File: src/rtl/alu_share_arbiter.sv
// Round-robin share of one combinational ALU between two requesters, with a registered single-entry response buffer each.
// One cycle from grant to response; a full, unread buffer blocks only its own requester, and a same-cycle drain plus grant refills it with no bubble.
module alu_share_arbiter #(
  parameter int TAG_W = 4
) (
  input  logic              clk,
  input  logic              resetn,
  input  logic              flush,

  input  logic              req0_valid,
  output logic              req0_ready,
  input  logic [31:0]       req0_a,
  input  logic [31:0]       req0_b,
  input  logic [4:0]        req0_sa,
  input  logic [4:0]        req0_op,
  input  logic [TAG_W-1:0]  req0_tag,
  output logic              rsp0_valid,
  input  logic              rsp0_ready,
  output logic [31:0]       rsp0_y,
  output logic              rsp0_zero,
  output logic              rsp0_illegal,
  output logic [TAG_W-1:0]  rsp0_tag,

  input  logic              req1_valid,
  output logic              req1_ready,
  input  logic [31:0]       req1_a,
  input  logic [31:0]       req1_b,
  input  logic [4:0]        req1_sa,
  input  logic [4:0]        req1_op,
  input  logic [TAG_W-1:0]  req1_tag,
  output logic              rsp1_valid,
  input  logic              rsp1_ready,
  output logic [31:0]       rsp1_y,
  output logic              rsp1_zero,
  output logic              rsp1_illegal,
  output logic [TAG_W-1:0]  rsp1_tag,

  output logic [31:0]       alu_a,
  output logic [31:0]       alu_b,
  output logic [4:0]        alu_sa,
  output logic [4:0]        alu_op,
  input  logic [31:0]       alu_y,
  input  logic              alu_zero,

  output logic [15:0]       grant_cnt
);

  typedef struct packed {
    logic [31:0]      a;
    logic [31:0]      b;
    logic [4:0]       sa;
    logic [4:0]       op;
    logic [TAG_W-1:0] tag;
  } req_t;

  typedef struct packed {
    logic [31:0]      y;
    logic             zero;
    logic             illegal;
    logic [TAG_W-1:0] tag;
  } rsp_t;

  function automatic logic op_illegal(input logic [4:0] op);
    logic ill;
    case (op)
      5'b00111, 5'b00001, 5'b00010, 5'b00011, 5'b00100,
      5'b01000, 5'b01001, 5'b01010, 5'b01011, 5'b01100,
      5'b01101, 5'b10000: ill = 1'b0;
      default:            ill = 1'b1;
    endcase
    return ill;
  endfunction

  req_t        req_dat [2];
  logic [1:0]  req_vld;
  logic [1:0]  rsp_rdy;
  logic [1:0]  elig;
  logic [1:0]  grant;
  logic        any_grant;
  req_t        sel_req;

  rsp_t        rsp_q [2];
  rsp_t        rsp_d [2];
  logic [1:0]  rsp_vld_q;
  logic [1:0]  rsp_vld_d;
  logic        last_grant_q;
  logic        last_grant_d;
  logic [15:0] grant_cnt_q;
  logic [15:0] grant_cnt_d;

  always_comb begin
    req_dat[0] = '{a: req0_a, b: req0_b, sa: req0_sa, op: req0_op, tag: req0_tag};
    req_dat[1] = '{a: req1_a, b: req1_b, sa: req1_sa, op: req1_op, tag: req1_tag};
    req_vld    = {req1_valid, req0_valid};
    rsp_rdy    = {rsp1_ready, rsp0_ready};
  end

  // A buffer may accept a new result when it is empty or being drained this cycle.
  always_comb begin
    elig      = req_vld & (~rsp_vld_q | rsp_rdy) & {2{~flush}};
    grant[0]  = elig[0] & (~elig[1] | last_grant_q);
    grant[1]  = elig[1] & (~elig[0] | ~last_grant_q);
    any_grant = |grant;
    sel_req   = grant[1] ? req_dat[1] : req_dat[0];
  end

  always_comb begin
    alu_a  = '0;
    alu_b  = '0;
    alu_sa = '0;
    alu_op = '0;
    if (any_grant) begin
      alu_a  = sel_req.a;
      alu_b  = sel_req.b;
      alu_sa = sel_req.sa;
      alu_op = sel_req.op;
    end
  end

  always_comb begin
    for (int n = 0; n < 2; n++) begin
      rsp_d[n]     = rsp_q[n];
      rsp_vld_d[n] = rsp_vld_q[n];
      if (flush) begin
        rsp_vld_d[n] = 1'b0;
      end else if (grant[n]) begin
        rsp_d[n]     = '{y: alu_y, zero: alu_zero,
                         illegal: op_illegal(req_dat[n].op), tag: req_dat[n].tag};
        rsp_vld_d[n] = 1'b1;
      end else if (rsp_rdy[n]) begin
        rsp_vld_d[n] = 1'b0;
      end
    end

    last_grant_d = last_grant_q;
    if (flush) begin
      last_grant_d = 1'b1;
    end else if (any_grant) begin
      last_grant_d = grant[1];
    end

    grant_cnt_d = grant_cnt_q;
    if (any_grant && (grant_cnt_q != 16'hFFFF)) begin
      grant_cnt_d = grant_cnt_q + 16'd1;
    end
  end

  always_ff @(posedge clk or negedge resetn) begin
    if (!resetn) begin
      for (int n = 0; n < 2; n++) begin
        rsp_q[n] <= '0;
      end
      rsp_vld_q    <= '0;
      last_grant_q <= 1'b1;
      grant_cnt_q  <= '0;
    end else begin
      for (int n = 0; n < 2; n++) begin
        rsp_q[n] <= rsp_d[n];
      end
      rsp_vld_q    <= rsp_vld_d;
      last_grant_q <= last_grant_d;
      grant_cnt_q  <= grant_cnt_d;
    end
  end

  assign req0_ready   = grant[0];
  assign req1_ready   = grant[1];

  assign rsp0_valid   = rsp_vld_q[0];
  assign rsp0_y       = rsp_q[0].y;
  assign rsp0_zero    = rsp_q[0].zero;
  assign rsp0_illegal = rsp_q[0].illegal;
  assign rsp0_tag     = rsp_q[0].tag;

  assign rsp1_valid   = rsp_vld_q[1];
  assign rsp1_y       = rsp_q[1].y;
  assign rsp1_zero    = rsp_q[1].zero;
  assign rsp1_illegal = rsp_q[1].illegal;
  assign rsp1_tag     = rsp_q[1].tag;

  assign grant_cnt    = grant_cnt_q;

endmodule

File: config.mk
export PLATFORM = sky130hd
export DESIGN_NAME = alu_share_arbiter
export DESIGN_NICKNAME = d
export VERILOG_FILES = /design/src/rtl/alu_share_arbiter.sv
export SDC_FILE = /design/constraint.sdc
export NUM_CORES = 1
export LEC_CHECK = 0
export BUFFER_PORTS_ARGS = -buffer_cell sky130_fd_sc_hd__buf_2
export CORE_AREA = 3 3 143 145
export CTS_CLUSTER_SIZE = 24
export DETAILED_ROUTE_END_ITERATION = 12
export DIE_AREA = 0 0 146 148
export GPL_ROUTABILITY_DRIVEN = 0
export SETUP_SLACK_MARGIN = 0.15
export SYNTH_ARGS = -nofsm -noshare
export SYNTH_HDL_FRONTEND = slang
export SYNTH_SLANG_ARGS = --single-unit
File: constraint.sdc
create_clock -name clk -period 5.5 [get_ports clk]
set_clock_uncertainty 0.2 [all_clocks]
set_input_delay 0.275 -clock clk [delete_from_list [all_inputs] [get_ports clk]]
set_output_delay 0.275 -clock clk [all_outputs]
set_load 0.01 [all_outputs]
== After elaboration in Yosys (flattened, before gate mapping) ==
Memory sizes are Yosys's and may differ from the RTL's. A register that Yosys moved wholly into a read port is not among the register bits.
Cells that the tools add are included.
Operators by class
  $add $sub $neg: 1
  multiply operators: 0
  divide/modulo/power cells: 0
  magnitude comparators: 0
  equality and inequality tests: 1
  shifts and indexed selects: 0
  mux-type cells: 13
  bitwise operators: 12
  reductions and logical operators: 9
Operators by type and width (count)
  78-bit 2-to-1 mux: 1
  32-bit 2-to-1 mux: 2
  16-bit by 1-bit adder with 16-bit output (second input constant): 1
  16-bit != test (second input constant): 1
  5-bit 2-to-1 mux: 2
  1-bit 2-to-1 mux: 8
  3-bit nonzero test: 2
  2-bit bitwise AND: 2
  1-bit NOT: 4
  2-bit AND reduction: 2
  1-bit bitwise AND: 2
  1-bit zero test: 2
  2-bit NOT: 1
  1-bit bitwise OR: 2
  2-bit bitwise OR: 1
  2-bit nonzero test: 1
  2-bit OR reduction: 1
  1-bit logical AND: 1
Word-level totals
  register bits: 93
  latch bits: 0
  bits in writable memories: 0
  bits in read-only memories: 64
  output and inout port bits: 170
  word-level logic and storage cells: 48
  memories: 2
Memories
  (name not given): depth 32, bits a word 1, rd ports 1, clocked after Yosys merged registers in 1, write ports 0, RTL line 65  | case (op)
  (name not given): depth 32, bits a word 1, rd ports 1, clocked after Yosys merged registers in 1, write ports 0, RTL line 65

== Logic depth before layout (Yosys ltp) ==
  depth after elaboration: 10
  depth in mapped cells: 8
  gate-level depth less buffers: 7

== Worst setup path after synthesis ==
Ideal clock, no wire load.
  path type: register to output
  start: register rsp_vld_q[0]
  end: output alu_sa[1]
  arrival time: 1568 ps
  slack: 3457 ps
  stages on the path, launching flop included: 8
  buffers on the path: 2
  cells stage by stage: dfrtp_1 -> nand2b_2 -> nand3_1 -> nand3_1 -> buf_2 -> buf_1 -> nand2_1 -> a21oi_1
On the way
  cells in the longest elaborated chain, start to end: 9
  elaborated cells on any way between the ends: 11
  those cells by class: mux (2); bitwise (8); reduce/logical (1)
RTL lines
  from (decl): RTL line 84  | logic [1:0] rsp_vld_q;
  from (signal assigned): RTL line 160  | rsp_vld_q <= rsp_vld_d;
  2-bit NOT (*): RTL line 100  | elig = req_vld & (~rsp_vld_q | rsp_rdy) & {2{~flush}};
  2-bit bitwise OR (*): RTL line 100
  2-bit bitwise AND (*) (2 in a row): RTL line 100
  1-bit NOT: RTL line 102  | grant[1] = elig[1] & (~elig[0] | ~last_grant_q);
  1-bit bitwise OR: RTL line 102
  1-bit bitwise AND: RTL line 102
  78-bit 2-to-1 mux / 2-bit OR reduction (equally long branches): RTL line 104, 103
  5-bit 2-to-1 mux (*): RTL line 112  | if (any_grant) begin
  to (decl): RTL line 40  | output logic [4:0] alu_sa,
Every way passes the cells marked *; elsewhere a longest branch is shown, timed or not.

== Final worst setup path ==
  start: register rsp_vld_q[0]
  end: output alu_b[10]
On the way
  cells in the longest elaborated chain, start to end: 9
  elaborated cells on any way between the ends: 11
  those cells by class: mux (2); bitwise (8); reduce/logical (1)
RTL lines
  2-bit NOT (*): RTL line 100
  2-bit bitwise OR (*): RTL line 100
  2-bit bitwise AND (*) (2 in a row): RTL line 100
  1-bit NOT: RTL line 102
  1-bit bitwise OR: RTL line 102
  1-bit bitwise AND: RTL line 102
  78-bit 2-to-1 mux / 2-bit OR reduction (equally long branches): RTL line 104, 103
  32-bit 2-to-1 mux (*): RTL line 112
  to (decl): RTL line 39  | output logic [31:0] alu_b,
Marks and branches as above.

==> results.toml <==
[power]
p_leak_nw = 4.39
power.total_w = 0.00230
ir_worst_vdd_mv = 0.135
powerDensity_mw_per_mm2 = 294

[setup_path]
critPathArrivalTime_ns = 2.94
worstPathMaxFanout = 93
end_kind = "output port"
worstSetupStartpointType = "flop"
setup.worst_path.class = "reg2out"
required_ns = 5.03

[min_path]
hold_class = "in2reg"

[global_route]
use_met1_pct = 23.1
antenna_found_initial = 4
track_usage_pct = 17.4
grt_pass1_wl_microns = 30300
first_global_vias = 5316
grt_use_met3_pct = 4.17
grt_max_degree = 94
met2_usage_pct = 28.7
grt_remaining_overflow = 0
grt_busiest_layer = "met2"

[logic_synthesis]
synth.most_common_cell = "nand2_1"
yosys.cell_types.count = 35
synth-seq-cells = 95
synth_top_area_cell = "dfrtp_1"
yosysWarnings = 0
syn_area_per_cell_sq_um = 8.51
synth_cells = 595
netlist_area_sq_mm = 0.00506
syn_nets = 794
synth-async-reset-ratio_pct = 100
synth_area_leaders = "dfrtp_1 (46%), nand2_1 (20%), mux2_4 (11%)"
ys.flop_type = "dfrtp_1"
yosysTopAreaCellShare_pct = 46.5
synth_common_cells = "nand2_1 (270), dfrtp_1 (94), a21oi_1 (73)"
yosysSeqAreaShare_pct = 47.0
synth_edf_count = 0

[clock_network]
ctsRootBufferMaster = "clkbuf_16"
holdBufCountCts = 42
clkSlewWorstSetupHoldPaths_ns = 0.07
postCtsResizedCells = 0
cts_buffers = 9
max-clock-path-buffers = 2
htreeDepth = 3
clock_latency_ns = 0.34
cts_tree = "built"
post-cts-setup-buffer-count = 0
cts_num_sinks = 95

[detailed_routing]
drc_errors = 0
routed_via_density = 4.34
initialDrtViolationCount = 179
ant_nets = 0
firstDrtPassIters = 5
dr_total_vias = 5446
wl_microns = 19500
detail_route.wl_per_cell_microns = 15.6

[place]
dp_hpwl_microns = 14800
port-buffer-count = 365

[final_layout]
fill_cells = 1976
fin_util_pct = 40.4
syn2layout_area_growth_pct = 54.4
layout-drive-gt1-share_pct = 44.3
layout.nets = 1180

[floorplan]
die_x_microns = 146
core_sq_mm = 0.0193
die_h_microns = 148
die_area_sq_mm = 0.0216
std_cell_rows = 51
ios = 366
start_util_pct = 26.2

[sta]
max_slew_margin_pct = 36.5
min_period_over_period_pct = 62.1
setup_violations = 0
grt_setup_unrepaired = "no"
period_minus_slack_ns = 3.42
finalHoldViolations = 0
final_max_slew_viol_count = 0
fmax_mhz = 293
tightest_slew_ns = 0.953
setup_tns_ns = 0

[run_status]
status = "complete, no violations"

[run]
drv_cap = 0
[area by class of cell]
type | count | area [sq um] | share of cell area, %
Timing Repair Buffer | 412 | 2290 | 29.3
Clock buffer | 9 | 225 | 2.88
Tap cell | 265 | 332 | 4.24
Sequential cell | 95 | 2380 | 30.4
Clock inverter | 7 | 63.8 | 0.816
Multi-Input combinational cell | 455 | 2490 | 31.9
Antenna cell | 3 | 7.51 | 0.0960
Inverter | 8 | 32.5 | 0.416
[stage by stage]
stage	hold slack, ns	cells	area, sq um	worst slack [ns]
2_1_floorplan	-0.221	595	5060	3.46
6_report	0.0164	1254	7820	2.09
3_3_place_gp	0.109	1193	7100	2.19
3_5_place_dp	0.106	1193	7100	2.20
4_1_cts	0.00330	1251	7810	1.94
5_1_grt	0.0221	1254	7820	1.68
[critical path, cell delays in order (launching register included)]
cell and delay (ns):
dfrtp_1 0.36, nand2b_2 0.11, nand3_1 0.15, nand3_4 0.46, inv_4 0.91, nand2_1 0.14, a21oi_1 0.24, buf_2 0.18
[sequential cells by signal, summed over array words and instances, names as in the netlist]
register      count
grant_cnt        16
rsp_vld_q         2
rsp0_illegal      1
rsp1_illegal      1
last_grant_q      1
rsp0_y           32
rsp0_zero         1
rsp1_tag          4
rsp1_y           32
rsp0_tag          4
rsp1_zero         1
[report_power, final]
part	total, W	internal [W]	switching [W]
clock network	0.000608	0.000316	0.000292
logic	0.000750	0.000356	0.000394
registers	0.000941	0.000844	0.0000967
[layout by cell type (no fill, tap or decap), types with 2 or more instances in the layout]
cell,count
dfrtp_1,94
dlygate4sd3_1,42
inv_1,7
and3_1,2
nand2_1,270
nand4_1,3
nor2_1,8
nor4_2,3
buf_4,6
o22ai_1,2
xor2_1,6
inv_8,2
nand2b_1,3
clkinv_4,2
xnor2_1,6
nand3_1,16
mux2_2,2
mux2_4,36
o21ai_0,7
nor3_1,2
ha_1,3
clkinvlp_4,2
clkbuf_16,9
diode_2,3
a21oi_1,73
buf_2,364
[cells by family after synthesis]
family / share of synthesized area [%]
adder cells (fa/ha/maj): 0.741
multiplexers: 11.3
AND/OR/NAND/NOR: 25.7
XOR/XNOR: 2.08
AO/OA/AOI/OAI: 8.82
flip-flops: 47.0
buffers and inverters: 4.30
[metal layers]
layer	share of wire (%)	routed length, microns
met1	43	8340
met2	48	9430
met3	7.6	1480
met4	1.4	267
met5	0	0
[path summary, 6_finish.rpt]
check / from / end / slack [ns] / cells past startpoint
min in group asynchronous: resetn / rsp0_y[1]$_DFFE_PN0P_ / 0.26 / 2
max: rsp_vld_q[0]$_DFFE_PN0P_ / alu_b[10] / 2.09 / 7
max in group asynchronous: resetn / rsp0_y[6]$_DFFE_PN0P_ / 3.71 / 3
min reg2reg: rsp1_y[29]$_DFFE_PN0P_ / rsp1_y[29]$_DFFE_PN0P_ / 0.27 / 2
min: flush / rsp_vld_q[0]$_DFFE_PN0P_ / 0.02 / 2
max reg2reg: rsp_vld_q[0]$_DFFE_PN0P_ / rsp1_y[6]$_DFFE_PN0P_ / 2.64 / 7
Note: power is estimated with default switching activity, not from simulation.
